$ cat config.mk
export PLATFORM = sky130hd
export DESIGN_NAME = wb_master_port_flat
export DESIGN_NICKNAME = d
export VERILOG_FILES = /design/src/rtl/wb_pkg.sv /design/src/rtl/wishbone_if.sv /design/src/rtl/wb_timeout_counter.sv /design/src/rtl/wb_master_port.sv /design/src/flat_wrapper.sv
export SDC_FILE = /design/constraint.sdc
export NUM_CORES = 1
export LEC_CHECK = 0
export ABC_CLOCK_PERIOD_IN_PS = 1850
export BUFFER_PORTS_ARGS = -buffer_cell sky130_fd_sc_hd__buf_2
export CAP_MARGIN = 30
export CORE_MARGIN = 5
export CORE_UTILIZATION = 39
export DETAILED_ROUTE_END_ITERATION = 8
export GPL_ROUTABILITY_DRIVEN = 0
export GPL_TIMING_DRIVEN = 0
export HOLD_SLACK_MARGIN = 0.06
export PLACE_DENSITY = 0.76
export SLEW_MARGIN = 20
export SYNTH_ARGS = -nofsm -noshare
export SYNTH_HDL_FRONTEND = slang
export SYNTH_SLANG_ARGS = --single-unit
$ cat constraint.sdc
create_clock -name clk_i -period 1.85 [get_ports clk_i]
set_input_delay 0.185 -clock clk_i [delete_from_list [all_inputs] [get_ports clk_i]]
set_output_delay 0.185 -clock clk_i [all_outputs]
set_load 0.03 [all_outputs]
$ cat src/rtl/wb_pkg.sv
// Shared Wishbone definitions: response record and default timeout.
package wb_pkg;

  localparam int WB_DATA_WIDTH      = 32;
  localparam int WB_DEFAULT_TIMEOUT = 16;

  // Response returned to the requester. The rdata field is sized by
  // WB_DATA_WIDTH, so a port instance must use that data width.
  typedef struct packed {
    logic [WB_DATA_WIDTH-1:0] rdata;
    logic                     err;
  } wb_rsp_t;

endpackage

$ cat src/rtl/wishbone_if.sv
// Classic Wishbone signal bundle. dat_o is initiator-to-target write data,
// dat_i is target-to-initiator read data.
interface wishbone_if #(
  parameter int ADDR_WIDTH = 20,
  parameter int DATA_WIDTH = 32
) ();

  logic                    rst_i;
  logic                    cyc;
  logic                    stb;
  logic                    we;
  logic [ADDR_WIDTH-1:0]   adr;
  logic [DATA_WIDTH-1:0]   dat_o;
  logic [DATA_WIDTH-1:0]   dat_i;
  logic [DATA_WIDTH/8-1:0] sel;
  logic                    ack;

  modport master (
    input  rst_i, ack, dat_i,
    output cyc, stb, we, adr, dat_o, sel
  );

  modport slave (
    input  rst_i, cyc, stb, we, adr, dat_o, sel,
    output ack, dat_i
  );

endinterface

$ cat src/rtl/wb_timeout_counter.sv
// Counts bus-wait cycles and flags the cycle in which the wait budget ends.
module wb_timeout_counter #(
  parameter int TIMEOUT = 16
) (
  input  logic clk_i,
  input  logic rst_ni,
  input  logic clear,
  input  logic enable,
  output logic expired
);

  localparam int CNT_W = $clog2(TIMEOUT);

  logic [CNT_W-1:0] count_q;

  // Cycle counter; clear has priority over enable.
  always_ff @(posedge clk_i) begin
    // NOTE: sequential state is assigned with <= so every register samples
    // pre-edge values, independent of statement order.
    if (!rst_ni) begin
      count_q <= '0;
    end else if (clear) begin
      count_q <= '0;
    end else if (enable) begin
      count_q <= count_q + 1'b1;
    end
  end

  // The first bus cycle sees count 0, so TIMEOUT-1 marks the last one.
  assign expired = (count_q == CNT_W'(TIMEOUT - 1));

endmodule

$ cat src/rtl/wb_master_port.sv
// Valid/ready request/response to single-transfer Wishbone initiator with
// one transaction outstanding and a bounded ack timeout.
module wb_master_port
  import wb_pkg::*;
#(
  parameter int ADDR_WIDTH = 20,
  parameter int DATA_WIDTH = WB_DATA_WIDTH,
  parameter int TIMEOUT    = WB_DEFAULT_TIMEOUT
) (
  input  logic                    clk_i,
  input  logic                    rst_ni,
  input  logic                    req_valid_i,
  output logic                    req_ready_o,
  input  logic                    req_we_i,
  input  logic [ADDR_WIDTH-1:0]   req_addr_i,
  input  logic [DATA_WIDTH-1:0]   req_wdata_i,
  input  logic [DATA_WIDTH/8-1:0] req_sel_i,
  output logic                    rsp_valid_o,
  input  logic                    rsp_ready_i,
  output logic [DATA_WIDTH-1:0]   rsp_rdata_o,
  output logic                    rsp_err_o,
  wishbone_if.master              wb
);

  typedef enum logic [1:0] {
    ST_IDLE = 2'd0,
    ST_BUS  = 2'd1,
    ST_RESP = 2'd2
  } state_e;

  state_e state_q, state_d;

  logic                    we_q;
  logic [ADDR_WIDTH-1:0]   adr_q;
  logic [DATA_WIDTH-1:0]   dat_q;
  logic [DATA_WIDTH/8-1:0] sel_q;
  wb_rsp_t                 rsp_q;

  logic accept;
  logic finish;
  logic in_bus;
  logic expired;

  assign in_bus = (state_q == ST_BUS);

  // Next-state decode and handshake strobes.
  always_comb begin
    // NOTE: every output of this block gets a default first so no path
    // leaves it unassigned, which would otherwise infer a latch.
    state_d = state_q;
    accept  = 1'b0;
    finish  = 1'b0;
    unique case (state_q)
      ST_IDLE: begin
        if (req_valid_i) begin
          accept  = 1'b1;
          state_d = ST_BUS;
        end
      end
      ST_BUS: begin
        if (wb.ack || expired) begin
          finish  = 1'b1;
          state_d = ST_RESP;
        end
      end
      ST_RESP: begin
        if (rsp_ready_i) begin
          state_d = ST_IDLE;
        end
      end
      default: state_d = ST_IDLE;
    endcase
  end

  // State register, request holding registers and response capture.
  always_ff @(posedge clk_i) begin
    if (!rst_ni) begin
      state_q <= ST_IDLE;
      we_q    <= 1'b0;
      adr_q   <= '0;
      dat_q   <= '0;
      sel_q   <= '0;
      rsp_q   <= '0;
    end else begin
      state_q <= state_d;
      if (accept) begin
        we_q  <= req_we_i;
        adr_q <= req_addr_i;
        dat_q <= req_wdata_i;
        sel_q <= req_sel_i;
      end
      // Ack wins over a simultaneous timeout; writes and errors return 0.
      if (finish) begin
        rsp_q.rdata <= (wb.ack && !we_q) ? wb.dat_i : '0;
        rsp_q.err   <= !wb.ack;
      end
    end
  end

  wb_timeout_counter #(
    .TIMEOUT (TIMEOUT)
  ) u_timeout (
    .clk_i   (clk_i),
    .rst_ni  (rst_ni),
    .clear   (!in_bus || finish),
    .enable  (in_bus),
    .expired (expired)
  );

  // Bus controls decode from the state register only; adr/dat_o hold.
  assign wb.cyc   = in_bus;
  assign wb.stb   = in_bus;
  assign wb.we    = in_bus && we_q;
  assign wb.sel   = in_bus ? sel_q : '0;
  assign wb.adr   = adr_q;
  assign wb.dat_o = dat_q;

  assign req_ready_o = rst_ni && (state_q == ST_IDLE);
  assign rsp_valid_o = (state_q == ST_RESP);
  assign rsp_rdata_o = rsp_q.rdata;
  assign rsp_err_o   = rsp_q.err;

endmodule
$ cat src/flat_wrapper.sv
// flat-port wrapper written by rule: the top's interface ports become plain ports
module wb_master_port_flat import wb_pkg::*;
#(
  parameter int ADDR_WIDTH = 20,
  parameter int DATA_WIDTH = WB_DATA_WIDTH,
  parameter int TIMEOUT    = WB_DEFAULT_TIMEOUT
)
  (clk_i, rst_ni, req_valid_i, req_ready_o, req_we_i, req_addr_i, req_wdata_i, req_sel_i, rsp_valid_o, rsp_ready_i, rsp_rdata_o, rsp_err_o, wb_rst_i, wb_ack, wb_dat_i, wb_cyc, wb_stb, wb_we, wb_adr, wb_dat_o, wb_sel);
  wishbone_if #(.ADDR_WIDTH(ADDR_WIDTH), .DATA_WIDTH(DATA_WIDTH)) wb_i ();
  input  logic clk_i;
  input  logic rst_ni;
  input  logic req_valid_i;
  output logic req_ready_o;
  input  logic req_we_i;
  input  logic [ADDR_WIDTH-1:0] req_addr_i;
  input  logic [DATA_WIDTH-1:0] req_wdata_i;
  input  logic [DATA_WIDTH/8-1:0] req_sel_i;
  output logic rsp_valid_o;
  input  logic rsp_ready_i;
  output logic [DATA_WIDTH-1:0] rsp_rdata_o;
  output logic rsp_err_o;
  input wire logic [$bits(wb_i.rst_i)-1:0] wb_rst_i;
  input wire logic [$bits(wb_i.ack)-1:0] wb_ack;
  input wire logic [$bits(wb_i.dat_i)-1:0] wb_dat_i;
  output wire logic [$bits(wb_i.cyc)-1:0] wb_cyc;
  output wire logic [$bits(wb_i.stb)-1:0] wb_stb;
  output wire logic [$bits(wb_i.we)-1:0] wb_we;
  output wire logic [$bits(wb_i.adr)-1:0] wb_adr;
  output wire logic [$bits(wb_i.dat_o)-1:0] wb_dat_o;
  output wire logic [$bits(wb_i.sel)-1:0] wb_sel;
  assign wb_i.rst_i = wb_rst_i;
  assign wb_i.ack = wb_ack;
  assign wb_i.dat_i = wb_dat_i;
  assign wb_cyc = wb_i.cyc;
  assign wb_stb = wb_i.stb;
  assign wb_we = wb_i.we;
  assign wb_adr = wb_i.adr;
  assign wb_dat_o = wb_i.dat_o;
  assign wb_sel = wb_i.sel;
  wb_master_port #(.ADDR_WIDTH(ADDR_WIDTH), .DATA_WIDTH(DATA_WIDTH), .TIMEOUT(TIMEOUT)) u_core (.clk_i(clk_i), .rst_ni(rst_ni), .req_valid_i(req_valid_i), .req_ready_o(req_ready_o), .req_we_i(req_we_i), .req_addr_i(req_addr_i), .req_wdata_i(req_wdata_i), .req_sel_i(req_sel_i), .rsp_valid_o(rsp_valid_o), .rsp_ready_i(rsp_ready_i), .rsp_rdata_o(rsp_rdata_o), .rsp_err_o(rsp_err_o), .wb(wb_i));
endmodule
-- Word level (Yosys, flattened, before mapping)
Index checks and enable logic that the tools add are counted.
- logic and storage cells: 37
- register bits after elaboration: 96
- input port bits: 95
- add/sub/neg operators: 1
- multiplexer cells: 10
- bitwise operators: 1
- equality and inequality tests: 6
- reductions and logical operators: 11
- operator list (kind ; number):
    2-to-1 mux 32 bit ; 1
    2-to-1 mux 2 bit ; 3
    one-hot mux 2 bit (3 select lines) ; 1
    adder 4 x 1 -> 4 bit (second input constant) ; 1
    == test 4 bit (second input constant) ; 1
    2-to-1 mux 1 bit ; 4
    2-to-1 mux 4 bit ; 1
    inequality test 2 bit (second input constant) ; 2
    logical AND 1 bit ; 3
    logical NOT 1 bit ; 3
    AND reduction 3 bit ; 1
    == test 2 x 1 -> 1 bit (second input constant) ; 1
    == test 2 bit (second input constant) ; 1
    logical NOT 2 bit ; 1
    logical OR 1 bit ; 2
    inequality test 2 x 1 -> 1 bit (second input constant) ; 1
    OR reduction 2 bit ; 1
    inverter 1 bit ; 1

-- Longest topological paths before layout
Gate-level depths: netlist of the first run.
- word-level depth: 6
- gate-level depth with buffers: 5
- depth with buffers taken out: 4

-- By module
Synthesis of the first run repeated with hierarchy kept, for this count alone.
- cell total of the unflattened synthesis: 444
- area total of the unflattened synthesis: 3738.6 um^2
- by module, submodules not included (module ; times used ; area an instance (um^2) ; cells an instance):
    wb_master_port ; 1 ; 3549.7 ; 426
    wb_timeout_counter ; 1 ; 188.9 ; 18

-- Least setup slack after synthesis of the first run
No wires, ideal clock.
- path type: register -> output
- start: register u_core.state_q[1]
- end: output wb_sel[0]
- data required time: 1.665 ns
- path slack: 0.440 ns
- arrival time: 1.225 ns
- cell stages (with the launch flop): 4
- path buffers: 0
- path through: dfxtp_1 nand2b_1 clkinv_1 and2_1
- longest elaborated chain between the ends: 2
- ends and longest elaborated chain (item ; RTL line ; RTL):
    from (decl) ; wb_master_port.sv:31 ; state_e state_q, state_d;
    from (signal assigned) ; wb_master_port.sv:85 ; state_q <= state_d;
    == test 2 x 1 -> 1 bit ; wb_master_port.sv:44 ; assign in_bus = (state_q == ST_BUS);
    named net wb_cyc ; flat_wrapper.sv:25 ; output wire logic [$bits(wb_i.cyc)-1:0] wb_cyc;
    2-to-1 mux 4 bit ; wb_master_port.sv:114 ; assign wb.sel = in_bus ? sel_q : '0;
    to (decl) ; flat_wrapper.sv:30 ; output wire logic [$bits(wb_i.sel)-1:0] wb_sel;
The timed path passes the listed nets, and every way through them passes these cells.

-- Worst setup path after layout of the first run
- start: register u_core.state_q[1]
- end: output wb_we
- longest elaborated chain between the ends: 2
- ends and longest elaborated chain (item ; RTL line ; RTL):
    == test 2 x 1 -> 1 bit ; wb_master_port.sv:44 ;
    logical AND 1 bit ; wb_master_port.sv:113 ; assign wb.we = in_bus && we_q;
    to (decl) ; flat_wrapper.sv:27 ; output wire logic [$bits(wb_i.we)-1:0] wb_we;
Every way passes these cells.

==> impl_metrics.env, run 1 <==
export IMPL_status="complete, no violations"
export IMPL_crit_slowest_cell="dfxtp_1"
export IMPL_rows=34
export IMPL_initial_utilization_pct=39.6
export IMPL_synthFlopType="dfxtp_1"
export IMPL_clkPwrFrac_pct=32.5
export IMPL_area_growth_pct=57.4
export IMPL_fmax_ghz=0.598
export IMPL_die_x_microns=104
export IMPL_cp_cell_sequence="nand2b_1 -> clkinv_2 -> and2_1 -> buf_2"
export IMPL_finalSetupTns_ns=0
export IMPL_dieArea_sq_mm=0.0108
export IMPL_start_kind="flip-flop"
export IMPL_leakagePower_uw=0.00262
export IMPL_grt_pass1_wl_microns=17700
export IMPL_hp_start="req_addr_i[2]"
export IMPL_ant_nets=0
export IMPL_antenna_found_initial=0
export IMPL_reg2reg_from="u_core.u_timeout.count_q[0]$_SDFFE_PP0N_"
export IMPL_cp_data_arrival_time_ns=1.49
export IMPL_finalCritPeriodShare_pct=90.5
export IMPL_cts_tree="built"
export IMPL_clockBufferDepth=2
export IMPL_crit_fanout=11
export IMPL_stdcell_area_sq_mm=0.00539
export IMPL_setup_worst_path_class="reg2out"
export IMPL_p_total_uw=4590
export IMPL_cts_root_buf="clkbuf_8"
export IMPL_viasPerCell=4.71
export IMPL_cts_setup_buffers=0
export IMPL_n_fill_cell=734
export IMPL_crit_path_end_kind="output pin"
export IMPL_ys_seq_elements=96
export IMPL_power_frac_seq_pct=48.6
export IMPL_ys_warn_count=0
export IMPL_p_sw_share_pct=28.0
export IMPL_avgSynthCellArea_sq_um=9.54
export IMPL_fin_nets=720
export IMPL_firstDrtPassIters=4
export IMPL_syn_cell_area_sq_mm=0.00342
export IMPL_min_period_ns=1.67
export IMPL_placed_cell_area_sq_mm=0.00449
export IMPL_crit_family="flip-flops"
export IMPL_io_pins=189
export IMPL_power_density_mw_per_mm2=853
export IMPL_syn_nets=455
export IMPL_rsz0062_at_grt="no"
export IMPL_cts_inserted_buffers=9
export IMPL_dp_cells=653
export IMPL_finClkSkew_ns=0.00973
export IMPL_critPathBufInv=2
export IMPL_core_sq_mm=0.00864
export IMPL_slew_headroom_pct=71.2
export IMPL_drv_slew=0
export IMPL_synth_edf_count=0
export IMPL_slowest_delay_ns=0.41
export IMPL_async_reset_ff_share_pct=0
export IMPL_hold_violations=0
export IMPL_min_path_type="in2reg"
export IMPL_htreeDepth=3
export IMPL_cts_num_sinks=96
export IMPL_gr_total_overflow=0
export IMPL_p_int_uw=3310
export IMPL_syn_inst=359
export IMPL_max_cap_violations=0
export IMPL_die_height_microns=104
export IMPL_ir_drop_mv=0.394
export IMPL_tightest_slew_ns=0.431
export IMPL_wl_per_cell_microns=14.3
export IMPL_first_iter_violations=82
export IMPL_place_hpwl_microns=7160
export IMPL_pwr_share_comb_pct=18.8
export IMPL_crit_start="u_core.state_q[1]$_SDFFE_PN0P_"
export IMPL_clkTransAtPathRegs_ns=0.09
export IMPL_io_buffers=186
export IMPL_drc_errors=0
export IMPL_fin_ws_ns=0.176
export IMPL_post_place_ws_ns=0.285
export IMPL_power_switching_uw=1290
export IMPL_setup_violations=0
export IMPL_layout_drive_gt1_share_pct=35.6
export IMPL_grt_pass1_vias=3711
export IMPL_stdcell_count=737
export IMPL_yosysUniqueCellTypes=29
export IMPL_num_vias=3468
export IMPL_grt_usage_pct=19.7
export IMPL_drt_total_wl_microns=10600
export IMPL_grt_max_degree=17
export IMPL_ys_seq_area_share_pct=56.1
export IMPL_required_ns=1.66
export IMPL_diodes=0
export IMPL_clock_latency_ns=0.35
-- power by group through the flow --
stage | logic, uW | registers [uW] | clock network [uW]
after CTS | 864 | 2230 | 1550
after global routing | 937 | 2250 | 1630
final | 865 | 2240 | 1490
after global placement | 735 | 2280 | 0
after detailed placement | 751 | 2280 | 0
after floorplan | 270 | 2480 | 0
-- worst paths after layout --
path | to | slack, ns | cells after the start
setup / recovery | wb_we | 0.18 | 4
hold / removal | u_core.wb.adr[2]$_SDFFE_PN0P_ | 0.09 | 3
setup reg to reg | u_core.rsp_rdata_o[26]$_SDFFE_PN0P_ | 0.26 | 5
hold reg to reg | u_core.wb.dat_o[24]$_SDFFE_PN0P_ | 0.45 | 2
-- cells in the final DEF (no fill, tap or decap), types with 3 or more instances in the layout --
master         netlist  layout
nor2_1               5       5
nand2_1            117     117
buf_4                3       3
clkbuf_1             7       8
dfxtp_1             96      96
buf_2               13     199
buf_6                3       3
a21boi_1            30      30
clkbuf_8             0       9
dlygate4sd3_1        0      68
a21boi_0            27      27
a22o_1              32      32
and2_1               5       5
-- registers in the layout, summed over array words and instances, names as in the netlist --
signal                    cells
u_core.u_timeout.count_q      4
u_core.wb.adr                20
u_core.rsp_rdata_o           32
u_core.wb.dat_o              32
u_core.sel_q                  4
u_core.rsp_err_o              1
u_core.we_q                   1
u_core.state_q                2
-- cell usage after synthesis (2+ instances only) --
cell type / instances / area [sq um]
a21boi_0: 27 / 203
a21boi_1: 30 / 225
a22o_1: 32 / 280
and2_1: 5 / 31.3
buf_2: 13 / 65.1
buf_4: 3 / 22.5
buf_6: 3 / 33.8
clkbuf_1: 7 / 26.3
dfxtp_1: 96 / 1920
nand2_1: 117 / 439
nand2b_1: 2 / 12.5
nand3_1: 2 / 10.0
nor2_1: 5 / 18.8
nor2b_1: 2 / 12.5
-- kinds of logic (layout without fill, tap and decap cells) --
group / after synthesis / in the layout / share of synthesized area [%]
adder cells (fa/ha/maj): 1 / 1 / 0.365
buffers and inverters: 28 / 298 / 4.53
XOR/XNOR: 2 / 2 / 0.512
AO/OA/AOI/OAI: 94 / 94 / 21.9
AND/OR/NAND/NOR: 138 / 138 / 16.6
flip-flops: 96 / 96 / 56.1
-- through the flow --
step / hold WS [ns] / utilization (%)
2_1_floorplan: 0.262 / -
6_report: 0.0869 / 62.4
3_5_place_dp: 0.398 / 52.0
3_3_place_gp: 0.396 / 52.0
4_1_cts: 0.0600 / 62.4
5_1_grt: 0.0812 / 62.4
-- worst register-to-register path, delay by kind of cell, from the launching register on --
family	cells	cell delay [ns]
AO/OA/AOI/OAI	3	0.71
adder cells (fa/ha/maj)	1	0.24
buffers and inverters	1	0.25
flip-flops	1	0.34
-- layer usage --
metal	global-route usage (%)	part of all wire [%]
met1	21.6	39
met2	36.1	52
met3	4.48	6.0
met4	8.23	2.8
met5	0	0
-- timing repair --
item	CTS	global route
hold buffers	68	0
endpoints found under the hold margin	68	0
resized for setup	1	0
setup endpoints to repair	5	0
-- final cells by class --
| type | instances | area, sq um | share of cell area, % |
|---|---|---|---|
| Sequential cell | 96 | 1920 | 35.7 |
| Timing Repair Buffer | 254 | 1610 | 29.9 |
| Multi-Input combinational cell | 235 | 1350 | 25.0 |
| Buffer | 26 | 148 | 2.74 |
| Tap cell | 108 | 135 | 2.51 |
| Clock buffer | 10 | 128 | 2.37 |
| Clock inverter | 6 | 90.1 | 1.67 |
| Inverter | 2 | 8.76 | 0.163 |
(Power assumes the default switching activity.)
==> run 2, diff against run 1 <==
==> constraint.sdc (replaced) <==
create_clock -name clk_i -period 1.85 [get_ports clk_i]
set_input_delay 0.0925 -clock clk_i [delete_from_list [all_inputs] [get_ports clk_i]]
set_output_delay 0.0925 -clock clk_i [all_outputs]
set_load 0.03 [all_outputs]
==> run 2 against run 1 <==
Net effect:
- clock-buffer cell count did not move
- global-route usage rose by 0.95 points
- register-to-register slack barely moved
- highest routed layer unchanged
- final cell count rose by 3.1%
- critical endpoint unchanged
- worst hold slack got worse by 0.0043 ns
- largest cell class is now buffers
==> impl_metrics.env, run 2 (synthesis results as in run 1) <==
export IMPL_status="complete, no violations"
export IMPL_placed_cell_area_sq_mm=0.00449
export IMPL_power_switching_uw=1290
export IMPL_cts_tree="built"
export IMPL_final_cell_mix="buf_2, nand2_1, dfxtp_1, dlygate4sd3_1, a22o_1"
export IMPL_core_sq_mm=0.00864
export IMPL_rsz0062_at_grt="no"
export IMPL_max_cap_violations=0
export IMPL_layout_drive_gt1_share_pct=34.4
export IMPL_power_density_mw_per_mm2=824
export IMPL_setup_violations=0
export IMPL_grt_max_degree=17
export IMPL_antenna_found_initial=0
export IMPL_finClkSkew_ns=0.0102
export IMPL_cts_setup_buffers=0
export IMPL_die_height_microns=104
export IMPL_dieArea_sq_mm=0.0108
export IMPL_clkPwrFrac_pct=32.1
export IMPL_min_period_ns=1.69
export IMPL_crit_path_end_kind="output pin"
export IMPL_fmax_ghz=0.591
export IMPL_layout_commonest_cell="buf_2"
export IMPL_start_kind="flip-flop"
export IMPL_drt_total_wl_microns=11000
export IMPL_power_frac_seq_pct=48.3
export IMPL_cts_inserted_buffers=9
export IMPL_gr_total_overflow=0
export IMPL_slowest_delay_ns=0.40
export IMPL_die_x_microns=104
export IMPL_clock_latency_ns=0.35
export IMPL_timing_hold_ws_ns=0.0826
export IMPL_post_place_ws_ns=0.285
export IMPL_stdcell_area_sq_mm=0.00562
export IMPL_io_pins=189
export IMPL_grt_pass1_wl_microns=18600
export IMPL_crit_fanout=11
export IMPL_drc_errors=0
export IMPL_pwr_share_comb_pct=19.6
export IMPL_p_int_uw=3340
export IMPL_fin_nets=743
export IMPL_p_total_uw=4630
export IMPL_fin_ws_ns=0.158
export IMPL_htreeDepth=3
export IMPL_ir_drop_mv=0.393
export IMPL_finalSetupTns_ns=0
export IMPL_area_growth_pct=64.2
export IMPL_io_buffers=186
export IMPL_min_path_type="in2reg"
export IMPL_initial_utilization_pct=39.6
export IMPL_viasPerCell=4.75
export IMPL_p_sw_share_pct=27.8
export IMPL_wl_per_cell_microns=14.5
export IMPL_cp_cell_sequence="nand2b_1 -> clkinvlp_4 -> and2_1 -> buf_2"
export IMPL_first_iter_violations=93
export IMPL_ant_nets=0
export IMPL_critPathBufInv=2
export IMPL_n_fill_cell=699
export IMPL_cp_data_arrival_time_ns=1.60
export IMPL_hold_violations=0
export IMPL_rows=34
export IMPL_crit_family="simple AND/OR/NAND/NOR gates"
export IMPL_grt_pass1_vias=3931
export IMPL_setup_worst_path_class="reg2out"
export IMPL_crit_slowest_cell="dfxtp_1"
export IMPL_place_hpwl_microns=7160
export IMPL_diodes=0
export IMPL_cts_num_sinks=96
export IMPL_tightest_slew_ns=0.424
export IMPL_firstDrtPassIters=4
export IMPL_finalCritPeriodShare_pct=91.5
export IMPL_required_ns=1.76
export IMPL_leakagePower_uw=0.00271
export IMPL_slew_headroom_pct=71.8
export IMPL_cts_root_buf="clkbuf_8"
export IMPL_drv_slew=0
export IMPL_num_vias=3612
export IMPL_clockBufferDepth=2
export IMPL_clkTransAtPathRegs_ns=0.09
export IMPL_grt_usage_pct=20.7
==> run 2: cell types whose count changed in the layout (fill, tap and decap cells not counted) <==
cell,previous run,this run
clkinvlp_4,1,2
dlygate4sd3_1,68,91
clkinv_2,2,1
==> run 2: final cells by class <==
cell class / instances / area (sq um) / share of cell area, %
Buffer: 26 / 148 / 2.63
Clock buffer: 10 / 128 / 2.27
Clock inverter: 6 / 90.1 / 1.60
Inverter: 2 / 11.3 / 0.200
Multi-Input combinational cell: 235 / 1350 / 23.9
Sequential cell: 96 / 1920 / 34.2
Tap cell: 108 / 135 / 2.40
Timing Repair Buffer: 277 / 1840 / 32.8
==> run 2: what timing repair did <==
action / 4_1_cts / 5_1_grt
setup endpoints to repair: 0 / 5
endpoints found under the hold margin: 91 / 0
hold buffers: 91 / 0
gates resized for setup: 0 / 1
==> run 2: power by group through the flow <==
| stage | Clock (uW) | Sequential (uW) | Combinational, uW |
|---|---|---|---|
| global route | 1620 | 2250 | 982 |
| detailed placement | 0 | 2280 | 751 |
| floorplan | 0 | 2480 | 270 |
| CTS | 1550 | 2230 | 902 |
| global placement | 0 | 2280 | 735 |
| finish | 1490 | 2240 | 908 |
==> run 2: tightest hold or removal path, delay by kind of cell <==
kind	cells	cell delay [ns]
buffers and inverters	1	0.16
and+or+nand+nor	2	0.13
==> run 2: metrics by stage <==
step                utilization (%)  std cells
CTS                            65.1        760
floorplan                         -        359
global route                   65.1        760
global placement               52.0        653
detailed placement             52.0        653
finish                         65.1        760
==> run 2: final timing paths <==
path / start / end / slack [ns] / depth (start not counted)
worst min register to register: u_core.wb.dat_o[24]$_SDFFE_PN0P_ / u_core.wb.dat_o[24]$_SDFFE_PN0P_ / 0.45 / 2
worst max register to register: u_core.u_timeout.count_q[0]$_SDFFE_PP0N_ / u_core.rsp_rdata_o[26]$_SDFFE_PN0P_ / 0.25 / 5
worst min-delay path: rst_ni / u_core.u_timeout.count_q[2]$_SDFFE_PP0N_ / 0.08 / 3
worst max-delay path: u_core.state_q[1]$_SDFFE_PN0P_ / wb_we / 0.16 / 4
==> run 2: routing by layer <==
layer	up-vias	GRT usage [%]	wire length (microns)
met1	1674	22.2	4310
met2	127	38.1	5690
met3	34	4.48	615
met5	-	0	0
li1	1777	-	-
met4	0	9.62	391
